==> src/rtl/fb_read_arbiter.sv <==
// Read-port arbiter for the QVGA frame buffer: display has absolute priority, aux reads fill idle slots.
// Optional statistics counters are built when FB_ARB_STATS_EN is defined.
module fb_read_arbiter #(
    parameter int unsigned ADDR_W       = 17,
    parameter int unsigned DATA_W       = 16,
    parameter int unsigned RD_LATENCY   = 1,
    parameter int unsigned STARVE_LIMIT = 1023
) (
    input  logic              clk,
    input  logic              rst_n,
    input  logic              disp_en,
    input  logic [ADDR_W-1:0] disp_addr,
    output logic [DATA_W-1:0] disp_data,
    output logic              disp_valid,
    input  logic              aux_req,
    input  logic [ADDR_W-1:0] aux_addr,
    output logic              aux_gnt,
    output logic [DATA_W-1:0] aux_data,
    output logic              aux_valid,
    output logic              aux_starve,
    output logic              fb_en,
    output logic [ADDR_W-1:0] fb_addr,
    input  logic [DATA_W-1:0] fb_rdata
`ifdef FB_ARB_STATS_EN
    ,
    input  logic              stats_clr,
    output logic [15:0]       aux_grant_cnt,
    output logic [16:0]       disp_read_cnt
`endif
);

    localparam int unsigned CNT_W = $clog2(STARVE_LIMIT + 1);

    typedef enum logic [1:0] {
        ST_IDLE = 2'd0,
        ST_DISP = 2'd1,
        ST_AUX  = 2'd2
    } owner_t;

    owner_t             w_owner;
    logic               w_aux_gnt;
    owner_t             r_state;
    logic               r_fb_en;
    logic [ADDR_W-1:0]  r_fb_addr;
    owner_t             r_tag [RD_LATENCY];
    owner_t             w_ret;
    logic               r_disp_valid;
    logic               r_aux_valid;
    logic [DATA_W-1:0]  r_disp_data;
    logic [DATA_W-1:0]  r_aux_data;
    logic [CNT_W-1:0]   r_starve_cnt;
    logic [CNT_W-1:0]   w_starve_cnt_nxt;
    logic               r_aux_starve;

    // Fixed-priority owner selection; no grant can leak out while in reset.
    always_comb begin
        w_owner   = ST_IDLE;
        w_aux_gnt = 1'b0;
        if (disp_en) begin
            w_owner = ST_DISP;
        end else if (aux_req && rst_n) begin
            w_owner   = ST_AUX;
            w_aux_gnt = 1'b1;
        end
    end

    // Issue FSM: state is the owner of the current frame-buffer slot.
    always_ff @(posedge clk or negedge rst_n) begin
        if (!rst_n) begin
            r_state   <= ST_IDLE;
            r_fb_en   <= 1'b0;
            r_fb_addr <= '0;
        end else begin
            r_state <= w_owner;
            r_fb_en <= (w_owner != ST_IDLE);
            case (w_owner)
                ST_DISP: r_fb_addr <= disp_addr;
                ST_AUX:  r_fb_addr <= aux_addr;
                default: r_fb_addr <= r_fb_addr;
            endcase
        end
    end

    always_ff @(posedge clk or negedge rst_n) begin
        if (!rst_n) begin
            for (int i = 0; i < int'(RD_LATENCY); i++) r_tag[i] <= ST_IDLE;
        end else begin
            r_tag[0] <= r_state;
            for (int i = 1; i < int'(RD_LATENCY); i++) r_tag[i] <= r_tag[i-1];
        end
    end

    assign w_ret = r_tag[RD_LATENCY-1];

    // Capture returning data into the owner's register; the other side holds.
    always_ff @(posedge clk or negedge rst_n) begin
        if (!rst_n) begin
            r_disp_valid <= 1'b0;
            r_aux_valid  <= 1'b0;
            r_disp_data  <= '0;
            r_aux_data   <= '0;
        end else begin
            r_disp_valid <= (w_ret == ST_DISP);
            r_aux_valid  <= (w_ret == ST_AUX);
            if (w_ret == ST_DISP) r_disp_data <= fb_rdata;
            if (w_ret == ST_AUX)  r_aux_data  <= fb_rdata;
        end
    end

    always_comb begin
        w_starve_cnt_nxt = '0;
        if (aux_req && !w_aux_gnt) begin
            if (r_starve_cnt == CNT_W'(STARVE_LIMIT)) w_starve_cnt_nxt = r_starve_cnt;
            else                                     w_starve_cnt_nxt = r_starve_cnt + CNT_W'(1);
        end
    end

    always_ff @(posedge clk or negedge rst_n) begin
        if (!rst_n) begin
            r_starve_cnt <= '0;
            r_aux_starve <= 1'b0;
        end else begin
            r_starve_cnt <= w_starve_cnt_nxt;
            r_aux_starve <= (w_starve_cnt_nxt == CNT_W'(STARVE_LIMIT));
        end
    end

`ifdef FB_ARB_STATS_EN
    logic [15:0] r_aux_grant_cnt;
    logic [16:0] r_disp_read_cnt;

    // Saturating usage counters; a clear beats a same-cycle increment.
    always_ff @(posedge clk or negedge rst_n) begin
        if (!rst_n) begin
            r_aux_grant_cnt <= '0;
            r_disp_read_cnt <= '0;
        end else if (stats_clr) begin
            r_aux_grant_cnt <= '0;
            r_disp_read_cnt <= '0;
        end else begin
            if (w_aux_gnt && (r_aux_grant_cnt != '1))
                r_aux_grant_cnt <= r_aux_grant_cnt + 16'(1);
            if ((w_owner == ST_DISP) && (r_disp_read_cnt != '1))
                r_disp_read_cnt <= r_disp_read_cnt + 17'(1);
        end
    end

    assign aux_grant_cnt = r_aux_grant_cnt;
    assign disp_read_cnt = r_disp_read_cnt;
`else
    // Statistics counters are not built in this configuration.
`endif

    assign aux_gnt    = w_aux_gnt;
    assign fb_en      = r_fb_en;
    assign fb_addr    = r_fb_addr;
    assign disp_valid = r_disp_valid;
    assign disp_data  = r_disp_data;
    assign aux_valid  = r_aux_valid;
    assign aux_data   = r_aux_data;
    assign aux_starve = r_aux_starve;

endmodule

==> config.mk <==
export PLATFORM = sky130hd
export DESIGN_NAME = fb_read_arbiter
export DESIGN_NICKNAME = d
export VERILOG_FILES = /design/src/rtl/fb_read_arbiter.sv
export SDC_FILE = /design/constraint.sdc
export NUM_CORES = 1
export LEC_CHECK = 0
export CAP_MARGIN = 15
export CORE_MARGIN = 4
export CORE_UTILIZATION = 47
export CTS_CLUSTER_SIZE = 24
export DETAILED_ROUTE_END_ITERATION = 6
export PLACE_DENSITY = 0.95
export SLEW_MARGIN = 20
export SYNTH_ARGS = -nofsm -noshare
export SYNTH_HDL_FRONTEND = slang
export SYNTH_SLANG_ARGS = --single-unit
==> constraint.sdc <==
create_clock -name clk -period 3.3 [get_ports clk]
set_clock_uncertainty 0.1 [all_clocks]
set_input_delay 0.66 -clock clk [delete_from_list [all_inputs] [get_ports clk]]
set_output_delay 0.66 -clock clk [all_outputs]
set_load 0.03 [all_outputs]
==> results.yml <==
clock_network:
  post_cts_buffers: 0
  cts_root_buf: "clkbuf_8"
  clock_path_buffers: 2
  cts_hold_buf: 0
  cts_buffers: 9
  cts_resized: 0
  cts_tree: "done"
  cts-htree-levels: 3
  clkTransAtPathRegs_ns: 0.07
  cts.sinks: 67
  clk_latency_ns: 0.32
flow_run:
  max_cap_violations: 0
synthesis:
  ys_seq_elements: 67
  synth-seq-area-share_pct: 58.7
  async_flop_share_pct: 100
  ys.flop_type: "dfrtp_1"
  synth.net_count: 287
  syn_area_um2: 2860
  synth_edf_count: 0
  synth_cells: 232
  avgSynthCellArea_um2: 12.3
  yosysWarnings: 0
  synth_cell_type_count: 33
placed_design:
  dpl.hpwl_um: 5100
  portBuffers: 107
  gp_congestion: 0.850
  dp_cells: 404
worst_setup_path:
  critPathMaxFanout: 12
  startpoint: "disp_en"
  arrival_ns: 1.63
  crit_required_ns: 2.54
  worstSetupPathType: "in2out"
  cp-endpoint: "aux_gnt"
  timing.rr.end: "aux_starve"
  r2r_cells: 5
  crit_path_end_kind: "output port"
  regToRegSetupSlack_ns: 1.26
  cp-start-kind: "primary input"
  regToRegStartpoint: "r_starve_cnt[0]"
power_and_ir_drop:
  peakVddDrop_v: 0.000358
  switchingPower_mw: 0.653
  switching_share_pct: 28.9
  leakagePower_nw: 1.82
  power_density_nw_per_um2: 540
  power_frac_comb_pct: 26.2
  pwr-share-seq_pct: 43.0
  p_int_mw: 1.61
  clkPwrFrac_pct: 30.8
global_routing:
  grt_max_degree: 68
  grt_pass1_wl_um: 11000
  grt-ovfl-total: 0
  grt_usage_pct: 19.1
  grt_pass1_vias: 2276
  antenna_found_initial: 0
routing:
  antenna_left: 0
  drc_errors: 0
  viasPerCell: 5.25
  dr.first_iter.drc_count: 56
  drt-total-wl_um: 6830
  vias: 2204
  routedWlPerCell_um: 16.3
  drt_pass1_iterations: 4
timing:
  setup_tns_ns: 0
  fin_crit_sh_pct: 72.5
  tightestPinTransition_ns: 0.838
  maxSlewViolCount: 0
  finalSetupViolCount: 0
  period_minus_slack_ns: 2.39
  max_freq_mhz: 418
  relSlewSlack_pct: 44.1
  final-hold-violation-count: 0
  rsz0062_at_grt: "false"
die:
  io_pins: 108
  die_w_um: 85.9
  rows: 28
  fp.dieH_um: 85.9
  dieArea_um2: 7390
  coreArea_um2: 5920
  start_util_pct: 48.2
hold_path:
  hold_path.class: "reg2reg"
layout:
  layout-drive-gt1-share_pct: 17.4
  n_fill_cell: 428
  nets: 395
  final_cells: 420
  area_growth_pct: 46.6
  diodes: 0
run_status:
  status: "completed"
[critical path, cell delays in order]
cell and delay (ns):
clkdlybuf4s50_1 0.56, nor2_1 0.22, buf_4 0.19
[cell usage after synthesis, types with 2 or more instances]
cell type	instances	share of area (%)
nor2b_1	2	0.44
o21ai_1	2	0.35
nand4_1	3	0.66
xnor2_1	2	0.61
nand2b_1	2	0.44
nor2_1	11	1.4
o21ai_0	20	3.5
inv_1	4	0.53
and3_1	2	0.44
nand2_1	23	3.0
clkbuf_1	5	0.66
nand3_1	4	0.70
buf_2	7	1.2
mux2_2	32	13
a211oi_1	3	0.79
a31oi_1	3	0.66
dfrtp_1	67	59
a211oi_2	2	0.88
mux2i_1	17	6.0
and4_1	3	0.92
a21oi_1	6	1.1
[routing by layer]
metal | global-route usage (%) | vias up | wire, µm
li1 | - | 1038 | -
met1 | 22.7 | 1060 | 2650
met2 | 32.5 | 90 | 3490
met3 | 4.90 | 16 | 520
met4 | 8.78 | 0 | 164
met5 | 0 | - | 0
[power groups by stage]
stage                     combinational (mW)  sequential, mW  clock [mW]
final                                  0.593           0.971       0.696
after global routing                   0.625           0.981       0.753
after CTS                              0.601           0.971       0.715
after detailed placement               0.599           0.986           0
after global placement                 0.583           0.977           0
after floorplan                        0.119            1.16           0
[sequential cells by signal (all words and copies together), names as in the netlist]
register / cells
fb_addr: 17
aux_data: 16
disp_data: 16
r_starve_cnt: 10
r_state: 2
r_tag: 2
aux_starve: 1
aux_valid: 1
disp_valid: 1
fb_en: 1
[metrics by stage]
step	hold WS, ns	area (µm²)	utilization [%]	total power, mW	setup slack, ns
6_report	0.249	4190	70.7	2.26	0.907
3_3_place_gp	0.235	3970	67.1	1.56	0.935
3_5_place_dp	0.236	3970	67.1	1.59	0.897
4_1_cts	0.249	4190	70.7	2.29	0.890
5_1_grt	0.265	4190	70.7	2.36	0.811
2_1_floorplan	0.231	2860	-	1.28	0.888
[logic make-up after synthesis]
| kind of cell | synth area share (%) |
|---|---|
| flip-flops | 58.7 |
| AND/OR/NAND/NOR | 9.60 |
| multiplexers | 18.6 |
| AO/OA/AOI/OAI | 8.55 |
| buffers and inverters | 3.20 |
| XOR/XNOR | 0.920 |
| adder cells (fa/ha/maj) | 0.438 |
[final cells by class]
cell class	instances	area, µm²	share of cell area (%)
well taps	75	93.8	2.24
flip-flops and latches	67	1680	40.0
inverters	4	15.0	0.359
clock inverters	4	47.5	1.14
multi-input cells	146	1090	26.0
repair buffers	112	1100	26.3
clock buffers	12	165	3.94
[worst min-delay path by stage]
stage | cells past startpoint | startpoint | to | slack, ns
3_5_place_dp | 0 | r_state[1] | r_tag[1] | 0.24
5_1_grt | 0 | r_state[1] | r_tag[1] | 0.26
4_1_cts | 0 | r_state[1] | r_tag[1] | 0.25
6_report | 0 | r_state[1] | r_tag[1] | 0.25
2_1_floorplan | 0 | r_state[0] | r_tag[0] | 0.23
3_3_place_gp | 0 | r_state[0] | r_tag[0] | 0.23
[placed cells by master (no fill, tap or decap), types with 4 or more instances in the layout]
| master | Yosys | final |
|---|---|---|
| nand2_1 | 23 | 23 |
| clkdlybuf4s50_1 | 0 | 105 |
| dfrtp_1 | 67 | 67 |
| inv_1 | 4 | 4 |
| buf_4 | 1 | 6 |
| o21ai_0 | 20 | 20 |
| clkbuf_8 | 0 | 12 |
| nand3_1 | 4 | 4 |
| mux2i_1 | 17 | 17 |
| nor2_1 | 11 | 11 |
| mux2_2 | 32 | 32 |
| a21oi_1 | 6 | 6 |
(Power assumes the default switching activity.)
